==> src/rtl/instr_fetch_ctrl.sv <==
// Instruction fetch sequencer: walks a fetch PC over a combinational instruction memory,
// buffers {instr, pc} in a small prefetch FIFO and hands them to decode via valid/ready.
module instr_fetch_ctrl #(
  parameter logic [31:0] RESET_PC   = 32'h0000_0000,
  parameter int unsigned FIFO_DEPTH = 2
) (
  input  logic        clk,
  input  logic        reset,
  input  logic        fetch_en,
  output logic [31:0] imem_addr,
  input  logic [31:0] imem_rd_instr,
  input  logic        redirect_valid,
  input  logic [31:0] redirect_pc,
  output logic        out_valid,
  input  logic        out_ready,
  output logic [31:0] out_instr,
  output logic [31:0] out_pc,
  output logic [3:0]  fifo_count,
  output logic        fetch_err
);

  localparam int unsigned AW    = (FIFO_DEPTH > 1) ? $clog2(FIFO_DEPTH) : 1;
  localparam logic [3:0]  DEPTH = 4'(FIFO_DEPTH);

  typedef enum logic [1:0] {IDLE, RUN, ERR} state_t;

  state_t          state;
  logic [31:0]     pc_q;
  logic [AW-1:0]   rd_ptr;
  logic [AW-1:0]   wr_ptr;
  logic [3:0]      count;
  logic            err_q;
  logic [31:0]     buf_instr [FIFO_DEPTH];
  logic [31:0]     buf_pc    [FIFO_DEPTH];

  logic            pop;
  logic            push;
  logic            misalign;

  assign misalign = redirect_valid & (redirect_pc[1:0] != 2'b00);
  assign pop      = (count != '0) & out_ready;
  assign push     = (state == RUN) & fetch_en & ~redirect_valid & ((count < DEPTH) | pop);

  always_ff @(posedge clk or posedge reset) begin
    if (reset) begin
      state  <= IDLE;
      pc_q   <= RESET_PC;
      rd_ptr <= '0;
      wr_ptr <= '0;
      count  <= '0;
      err_q  <= 1'b0;
    end else begin
      unique case (state)
        IDLE:    if (fetch_en)  state <= RUN;
        RUN:     if (!fetch_en) state <= IDLE;
        default: ;
      endcase

      if (redirect_valid) begin
        // Redirect outranks push and pop: the head is dropped, never delivered.
        rd_ptr <= '0;
        wr_ptr <= '0;
        count  <= '0;
        if (misalign) begin
          state <= ERR;
          err_q <= 1'b1;
        end else if (state != ERR) begin
          pc_q <= redirect_pc;
        end
      end else begin
        if (push) begin
          wr_ptr <= wr_ptr + AW'(1);
          pc_q   <= pc_q + 32'd4;
        end
        if (pop) rd_ptr <= rd_ptr + AW'(1);
        unique case ({push, pop})
          2'b10:   count <= count + 4'd1;
          2'b01:   count <= count - 4'd1;
          default: ;
        endcase
      end
    end
  end

  always_ff @(posedge clk) begin
    if (push) begin
      buf_instr[wr_ptr] <= imem_rd_instr;
      buf_pc[wr_ptr]    <= pc_q;
    end
  end

  assign imem_addr  = pc_q;
  assign out_valid  = (count != '0);
  assign out_instr  = out_valid ? buf_instr[rd_ptr] : '0;
  assign out_pc     = out_valid ? buf_pc[rd_ptr] : '0;
  assign fifo_count = count;
  assign fetch_err  = err_q;

endmodule

==> config.mk <==
export PLATFORM = sky130hd
export DESIGN_NAME = instr_fetch_ctrl
export DESIGN_NICKNAME = d
export VERILOG_FILES = /design/src/rtl/instr_fetch_ctrl.sv
export SDC_FILE = /design/constraint.sdc
export NUM_CORES = 1
export LEC_CHECK = 0
export ABC_AREA = 1
export CAP_MARGIN = 20
export CORE_MARGIN = 5
export CORE_UTILIZATION = 24
export CTS_CLUSTER_DIAMETER = 150
export DETAILED_ROUTE_END_ITERATION = 12
export PLACE_DENSITY_LB_ADDON = 0.05
export REMOVE_ABC_BUFFERS = 1
export SLEW_MARGIN = 20
export SYNTH_ARGS = -nofsm -noshare
export SYNTH_HDL_FRONTEND = slang
export SYNTH_SLANG_ARGS = --single-unit
==> constraint.sdc <==
create_clock -name clk -period 11.79 [get_ports clk]
set_input_delay 2.9475 -clock clk [delete_from_list [all_inputs] [get_ports clk]]
set_output_delay 2.9475 -clock clk [all_outputs]
set_load 0.03 [all_outputs]
==> results of run 1 <==
## layer usage
metal  routed length [um]  vias up
met1                12200     2876
li1                     -     3260
met4                  205        0
met5                    0        -
met2                11100      132
met3                 1030       14
## through the flow
stage	area, um^2	total power [uW]	hold slack (ns)
final	10800	1260	0.468
after global routing	10800	1310	0.509
after CTS	10800	1280	0.476
after detailed placement	10200	691	0.457
after global placement	10200	692	0.453
after floorplan	7890	658	0.484
## cells in the final DEF, fill, tap and decap left out, types with 8 or more instances in the layout
cell type        Yosys  routed
a21oi_1              8       8
buf_4                2       8
clkbuf_16            0      17
clkdlybuf4s50_1      0     170
dfrtp_1             41      40
edfxtp_1           128     128
inv_1              113     111
nand2_1            436     436
nand3_1             41      41
nor2_1              72      70
o21ai_0             17      17
## state kept, by name, indices dropped and copies added, names as in the netlist
signal      count
wr_ptr          1
imem_addr      32
rd_ptr          1
buf_instr      64
state           2
fifo_count      4
fetch_err       1
buf_pc         64
## cell type report
cell class / instances / area (um^2)
Sequential cell: 169 / 4870
Clock inverter: 10 / 144
Tap cell: 448 / 561
Timing Repair Buffer: 179 / 1770
Multi-Input combinational cell: 618 / 2590
Clock buffer: 22 / 454
Fill cell: 3562 / 22400
Inverter: 118 / 443
## worst max-delay path by stage
stage / from / end / slack, ns / cells past startpoint
after floorplan: redirect_valid / buf_instr[0][0]$_DFFE_PP_ / 5.32 / 3
after global placement: rd_ptr$_DFFE_PP0P_ / out_pc[0] / 5.82 / 7
after CTS: rd_ptr$_DFFE_PP0P_ / out_pc[0] / 5.32 / 7
after global routing: rd_ptr$_DFFE_PP0P_ / out_pc[0] / 5.19 / 7
final: rd_ptr$_DFFE_PP0P_ / out_pc[0] / 5.46 / 7
after detailed placement: rd_ptr$_DFFE_PP0P_ / out_pc[0] / 5.81 / 7
## kinds of logic (layout without fill, tap and decap cells)
| logic type | Yosys count | in the layout | share of synthesized area (%) |
|---|---|---|---|
| fa+ha+maj | 4 | 4 | 0.716 |
| xor+xnor | 3 | 3 | 0.327 |
| buf+inv | 152 | 329 | 7.47 |
| compound gates | 39 | 39 | 2.82 |
| flops | 169 | 169 | 60.5 |
| simple gates | 572 | 572 | 28.1 |
## critical path: stages (launching register included)
cell and delay, ns:
dfrtp_4 0.79, inv_2 0.50, buf_4 0.52, nand2_1 0.18
nand2_1 0.10, nand2_1 0.05, inv_1 0.08, clkdlybuf4s50_1 0.66
## power by group
| group | internal, uW | total [uW] | switching [uW] |
|---|---|---|---|
| combinational | 23.2 | 40.9 | 17.7 |
| sequential | 637 | 637 | 0.000000000000184 |
| clock | 341 | 582 | 241 |
## synth_stat cells, drive strengths merged, types with 6 or more instances
| cell | count | share of area, % |
|---|---|---|
| a21oi | 8 | 0.50 |
| buf | 22 | 1.4 |
| clkbuf | 12 | 0.56 |
| dfrtp | 41 | 13 |
| edfxtp | 128 | 48 |
| inv | 117 | 5.5 |
| nand2 | 438 | 21 |
| nand3 | 42 | 2.7 |
| nand4 | 6 | 0.47 |
| nor2 | 77 | 3.7 |
| o21ai | 21 | 1.3 |
==> run metrics, run 1 <==
status complete, no violations; nets@finish about 1200; ys async rst share around a quarter; Initial Util between 20% and 30%; Max Clock Freq 0.158 GHz; initial antenna violation count 0; fin crit share 53.7%; Hold Crit Class reg -> reg; Root Driver clkbuf_16; R2R cell count 14; Clk pin slew, worst setup/hold paths roughly 0.07 ns; cell area power density between 100 and 150 nW/um^2; M2 GR Usage ~21%; final routed DRC violation total 0; Die H ~190 um; Worst VDD drop between 0.00008 and 0.00009 V; Min-Delay Endpoint fetch_err$_DFFE_PP0P_; vias per cell between 4 and 5; Global Route Usage Sum about an eighth; Final Hold Fails 0; vias in the first global route ~6300; Die Span X 193 um; wire length of the first global-routing pass about 38000 um; Crit Path Category reg -> out; Post-synth EDFFs 128; core area roughly 33000 um^2; DRT Pass-1 Iters 4; ys flop type edfxtp_1; Final Max Slew Viols 0; RSZ-0062 raised after global routing no; r2r endpoint fifo_count[3]$_DFFE_PP0P_; RD Place Congestion 0.740; Yosys Warn Count 0; CTS tree yes; final core utilization around 33%; CTS buffer count 17; R2R setup slack slightly below 9 ns; hold depth 2; Ports around 170; CTS sink count 169; largest net degree at the start of global routing between 60 and 70; Crit Reg-Reg Startpoint fifo_count[0]$_DFFE_PP0P_; # setup viols final 0; maxcap violations 0; post-CTS sizing 0; post-detail-place hpwl 16500 um; Setup Fix Bufs, Post-CTS 0; worst path required time between 8 and 9 ns; clk_skew 0.0124 ns; die area 37300 um^2; met1 usage 18.5%; CTS HTree Levels 4; Lkg Pwr about 0.0048 uW; fin worst setup slack about 5.5 ns; pre-CTS setup slack around 5.8 ns; DR iter-0 viols between 200 and 300; Post-CTS Hold Buffers 0; share of cells above drive strength 1 around 5%; # rows between 60 and 70; Period minus WS final 6.33 ns; Syn-to-layout area delta 34.7%; Netlist Area Pre-Place 8040 um^2; critical path startpoint category register; grt ovf 0; met3 Use GR under 10%; Seq/Total Area, Yosys 60.5%; port buffer count 170; WL final approximately 25000 um; crit end category primary output; syn avg cell area 8.57 um^2; Routed Antenna Nets 0; Max transition margin 38.1%; Slew @ Worst Pin roughly 0.93 ns; diode count 0; wire per inst approximately 16 um; Mapped Cells 939; critical path arrival between 3 and 4 ns; Worst Path Max Fanout 65; Clock Path Buffers 2; post-synth cell types 37; #FFs+latches synth roughly 170; Cells after DPL 1532; gr busiest metal met2; Clock Latency Late Sink 0.43 ns; TNS Setup 0 ns; detailed-route via count roughly 6300; HP Start fetch_err$_DFFE_PP0P_; Layout Cells excl Fill ~1600
(Power assumes the default switching activity.)
==> run 2, diff against run 1 <==
Clock period 11.79 ns to 5.98 ns, I/O delays scaled along.
==> run 2 against run 1 <==
Against the previous run: first-iteration DRC count is 4.7% higher; cell count barely moved; register-to-register slack got worse by 5.5 ns; sequential cell count unchanged; utilization hardly changed; clock skew up 0.0042 ns; power grew 92%; die area stayed put; global-route usage down 0.20 points; via count decreased by 0.62%.
==> run metrics, run 2 (synthesis gave the netlist of run 1 again) <==
Post-CTS Hold Buffers 0 (unchanged); Max transition margin 31.4% (-6.6 points); Pint 1860 uW (+86%); Max Clock Freq 0.220 GHz; register area 4870 um^2 (unchanged); Worst path most repeated cell nand2_1; maxcap violations 0 (unchanged); Clock Path Buffers 2 (unchanged); R2R setup slack 3.28 ns (-5.45 ns); # rows 67 (unchanged); Die Span X 193 um (unchanged); CTS HTree Levels 4 (unchanged); Slew @ Worst Pin 1.03 ns (+0.0982 ns); commonest non-fill, non-tap cells in the layout 436 x nand2_1, 170 x clkdlybuf4s50_1, 128 x edfxtp_1; # setup viols final 0 (unchanged); final routed DRC violation total 0 (unchanged); vias per cell 3.99 (-0.56%); DRT Pass-1 Iters 5 (+1); nets@finish 1175 (-0.085%); CTS buffer count 17 (unchanged); Clk pin slew, worst setup/hold paths 0.08 ns (about the same); CTS tree yes; fill count 3502 (-1.7%); share of cells above drive strength 1 5.38% (+0.27 points); Routed Antenna Nets 0 (unchanged); clk_skew 0.0166 ns (+0.00422 ns); slowest stage delay, CP 0.74 ns (-0.05 ns); Initial Util 24.2% (unchanged); core area 33300 um^2 (unchanged); Worst Path Max Fanout 47 (-28%); WL final 24100 um (-1.9%); final core utilization 32.5% (about the same); Worst VDD drop 0.000164 V (+83%); port buffer count 170 (unchanged); wire per inst 15.4 um (-1.8%); TNS Setup 0 ns (unchanged); wire length of the first global-routing pass 37400 um (-0.97%); critical path arrival 3.05 ns (-0.34 ns); Global Route Usage Sum 13.1% (-0.20 points); Clock Latency Late Sink 0.43 ns (about the same); Critical Path Slowest Stage Cell inv_2; most common cell after layout, fill and taps aside nand2_1; placed inst area 10300 um^2 (+0.13%); status complete, no violations; critical path startpoint category register; Lkg Pwr 0.00481 uW (-0.12%); Hold Crit Class reg -> reg; Switch Pwr 562 uW (+120%); Root Driver clkbuf_16; Die H 193 um (unchanged); Period minus WS final around 4.5 ns; Switching Share 23.2% (+2.7 points); Clk pwr share 44.7% (-1.5 points); Crit Path Category reg -> out; die area 37300 um^2 (unchanged); post-detail-place hpwl 16200 um (-1.4%); post-CTS sizing 0 (unchanged); crit end category primary output; diode count 0 (unchanged); largest net degree at the start of global routing 65 (-1.5%); Setup Fix Bufs, Post-CTS 0 (unchanged); RSZ-0062 raised after global routing no; vias in the first global route 6333 (-0.24%); Syn-to-layout area delta 34.7% (about the same); Final Hold Fails 0 (unchanged); combinational share of power 3.4% (+0.2 points); final instance area 10800 um^2 (about the same); fin crit share roughly three quarters; CTS sink count 169 (unchanged); RD Place Congestion 0.753 (+1.8%); critical path, cell by cell inv_2 -> buf_4 -> nand2_1 -> nand2_1 -> nand2_1 -> inv_1 -> clkdlybuf4s50_1; Ports 171 (unchanged); initial antenna violation count 0 (unchanged); footprint of the multi-input gates 2590 um^2 (unchanged); detailed-route via count 6243 (-0.62%); worst path required time 4.49 ns (-4.35 ns); cell area power density 223 nW/um^2 (+92%); DR iter-0 viols 270 (+4.7%); share of power burned in registers 51.9% (+1.4 points); Final Max Slew Viols 0 (unchanged); grt ovf 0 (unchanged)
## run 2: changes by cell type in the layout (fill, tap and decap cells not counted), moves of 2 or more
| cell | before | now |
|---|---|---|
| inv_8 | 0 | 6 |
| clkbuf_1 | 4 | 0 |
| bufinv_16 | 3 | 0 |
| buf_12 | 0 | 2 |
| buf_4 | 8 | 6 |
| clkinv_4 | 2 | 4 |
| clkinv_8 | 0 | 2 |
| inv_6 | 2 | 0 |
## run 2: worst paths after layout
path | start | end | cells after the start
max in group asynchronous | reset | rd_ptr$_DFFE_PP0P_ | 2
setup / recovery | rd_ptr$_DFFE_PP0P_ | out_instr[11] | 7
min in group asynchronous | reset | rd_ptr$_DFFE_PP0P_ | 2
setup reg to reg | fifo_count[1]$_DFFE_PP0P_ | fifo_count[3]$_DFFE_PP0P_ | 14
hold reg to reg | fetch_err$_DFFE_PP0P_ | fetch_err$_DFFE_PP0P_ | 2
hold / removal | fetch_err$_DFFE_PP0P_ | fetch_err$_DFFE_PP0P_ | 2
## run 2: layer usage
metal	wire, um	global-route usage [%]
met2	11200	21.7
met4	132	2.86
met1	11900	18.2
met3	849	2.34
met5	0	0
## run 2: power by group through the flow
stage / sequential, uW / combinational (uW) / clock (uW)
floorplan: 1280 / 17.4 / 0
global placement: 1280 / 85.5 / 0
detailed placement: 1280 / 84.5 / 0
CTS: 1250 / 84.9 / 1120
global route: 1250 / 90.5 / 1180
finish: 1250 / 82.0 / 1080
## run 2: worst max-delay path, delay by kind of cell, from the launching register on
kind	cells	cell delay (ns)
and+or+nand+nor	3	0.21
DFF	1	0.48
buffers and inverters	4	1.90
## run 2: through the flow
stage | setup WS (ns) | instances | power (uW) | hold WS (ns)
3_3_place_gp | 1.59 | 1531 | 1370 | 0.473
6_report | 1.44 | 1563 | 2420 | 0.481
3_5_place_dp | 1.48 | 1531 | 1360 | 0.467
2_1_floorplan | 0.961 | 905 | 1300 | 0.484
5_1_grt | 1.18 | 1563 | 2520 | 0.508
4_1_cts | 1.35 | 1563 | 2460 | 0.486
## run 2: area by class of cell
class,count,area share (%)
clock inverters,15,1.42
flip-flops and latches,169,45.0
multi-input cells,618,23.9
repair buffers,178,16.5
inverters,118,4.10
well taps,448,5.18
clock buffers,17,3.93
==> run 3, diff against run 2 <==
Clock period 5.98 ns to 4.5 ns, I/O delays scaled along.
==> run 3 against run 2 <==
Against the previous run: sequential share of layout area decreased by 0.20 points; combinational power increased by 29%; register-to-register slack got worse by 1.4 ns; setup slack got worse by 0.72 ns; utilization increased by 0.15 points; critical endpoint unchanged.
==> run metrics, run 3 (synthesis gave the netlist of run 1 again) <==
worst path required time 3.38 ns (-1.11 ns); final routed DRC violation total 0 (unchanged); detailed-route via count 6304 (+0.98%); Root Driver clkbuf_16; grt ovf 0 (unchanged); CTS tree yes; port buffer count 170 (unchanged); vias per cell 4.02 (+0.72%); wire per inst 15.3 um (-0.55%); CTS buffer count 17 (unchanged); r2r endpoint fifo_count[3]$_DFFE_PP0P_; Global Route Usage Sum 13.1% (-0.026 points); # setup viols final 0 (unchanged); Setup Fix Bufs, Post-CTS 0 (unchanged); DRT Pass-1 Iters 4 (-1); largest net degree at the start of global routing 50 (-23%); wire length of the first global-routing pass 36800 um (-1.6%); commonest non-fill, non-tap cells in the layout 436 x nand2_1, 170 x clkdlybuf4s50_1, 128 x edfxtp_1; Post-CTS Hold Buffers 0 (unchanged); WL final 24000 um (-0.29%); combinational share of power 3.3% (about the same); nets@finish 1179 (+0.34%); Max transition margin 43.5% (+12 points); pre-CTS setup slack 0.943 ns (-0.533 ns); fin worst setup slack 0.714 ns (-0.722 ns); most common cell after layout, fill and taps aside nand2_1; Worst VDD drop 0.000236 V (+44%); final instance area 10900 um^2 (+0.45%); Die Span X 193 um (unchanged); post-detail-place hpwl 16300 um (+0.27%); crit end category primary output; Clock Path Buffers 2 (unchanged); fin crit share approximately 84%; Clock Latency Late Sink 0.43 ns (about the same); Hold Crit Class reg -> reg; placed inst area 10300 um^2 (+0.41%); RSZ-0062 raised after global routing no; Crit Reg-Reg Startpoint fifo_count[1]$_DFFE_PP0P_; Min-Delay Endpoint fetch_err$_DFFE_PP0P_; Lkg Pwr 0.00483 uW (+0.49%); Final Max Slew Viols 0 (unchanged); Worst Setup SP rd_ptr$_DFFE_PP0P_; Slew @ Worst Pin 0.847 ns (-0.180 ns); TNS Setup 0 ns (unchanged); HP Start fetch_err$_DFFE_PP0P_; diode count 0 (unchanged); Layout Cells excl Fill 1567 (+0.26%); CTS sink count 169 (unchanged); initial antenna violation count 0 (unchanged); vias in the first global route 6166 (-2.6%); Switching Share 20.9% (-2.3 points); critical path startpoint category register; Initial Util 24.2% (unchanged); die area 37300 um^2 (unchanged); share of cells above drive strength 1 5.45% (+0.070 points); Cells after DPL 1535 (+0.26%); Worst Path Max Fanout 41 (-13%); Clk pwr share 45.6% (+0.9 points); share of power burned in registers 51.1% (-0.8 points); total power 3260 uW (+35%); CTS HTree Levels 4 (unchanged); Final Hold Fails 0 (unchanged); Routed Antenna Nets 0 (unchanged); Max Clock Freq roughly 0.26 GHz; RD Place Congestion 0.729 (-3.2%); Crit Path Category reg -> out; post-CTS sizing 0 (unchanged); R2R setup slack 1.84 ns (-1.44 ns); maxcap violations 0 (unchanged); Pint 2580 uW (+39%); Syn-to-layout area delta 35.3%; clk_skew 0.00833 ns (-0.00825 ns); hold depth 2 (unchanged); DR iter-0 viols 242 (-10%); Clk pin slew, worst setup/hold paths 0.07 ns (about the same); # rows 67 (unchanged); Period minus WS final between 3 and 4 ns; Switch Pwr 682 uW (+21%); status complete, no violations; core area 33300 um^2 (unchanged); Ports 171 (unchanged); R2R cell count 14 (unchanged); cell area power density 300 nW/um^2 (+34%); critical path arrival 2.66 ns (-0.39 ns); Die H 193 um (unchanged)
## run 3: per-stage QoR
step,utilization (%),hold slack [ns]
4_1_cts,32.7,0.505
3_5_place_dp,30.9,0.488
3_3_place_gp,30.9,0.479
6_report,32.7,0.498
2_1_floorplan,-,0.484
5_1_grt,32.7,0.516
## run 3: power by group through the flow
stage	clock [uW]	combinational, uW	sequential (uW)
after floorplan	0	23.1	1700
after global placement	0	111	1700
after global routing	1620	118	1670
after CTS	1550	111	1670
final	1490	106	1670
after detailed placement	0	110	1700
## run 3: how the worst max path moves through the flow
| stage | endpoint | slack [ns] | depth (start not counted) |
|---|---|---|---|
| after detailed placement | fifo_count[3]$_DFFE_PP0P_ | 0.94 | 14 |
| after global routing | out_instr[3] | 0.47 | 6 |
| after global placement | fifo_count[3]$_DFFE_PP0P_ | 1.03 | 14 |
| final | out_instr[11] | 0.71 | 6 |
| after CTS | out_instr[11] | 0.62 | 6 |
| after floorplan | buf_instr[0][0]$_DFFE_PP_ | -0.15 | 3 |
## run 3: critical path, stage by stage, from the launching register on
cell             delay [ns]
dfrtp_4                0.79
buf_4                  0.44
nand2_1                0.09
nand2_1                0.09
nand2_1                0.05
inv_1                  0.07
clkdlybuf4s50_1        0.67
## run 3: layer usage
| layer | global-route usage, % | up-vias | wire length [um] | share of wire, % |
|---|---|---|---|---|
| met5 | 0 | - | 0 | 0 |
| met4 | 2.53 | 0 | 191 | 0.80 |
| met3 | 3.26 | 8 | 1010 | 4.2 |
| met2 | 21.4 | 113 | 11300 | 47 |
| met1 | 18.0 | 2913 | 11500 | 48 |
| li1 | - | 3270 | - | - |
## run 3: area by class of cell
cell class / count / area [um^2]
Sequential cell: 169 / 4870
Multi-Input combinational cell: 618 / 2590
Timing Repair Buffer: 182 / 1830
Clock inverter: 9 / 118
Fill cell: 3518 / 22400
Inverter: 118 / 444
Clock buffer: 23 / 468
Tap cell: 448 / 561
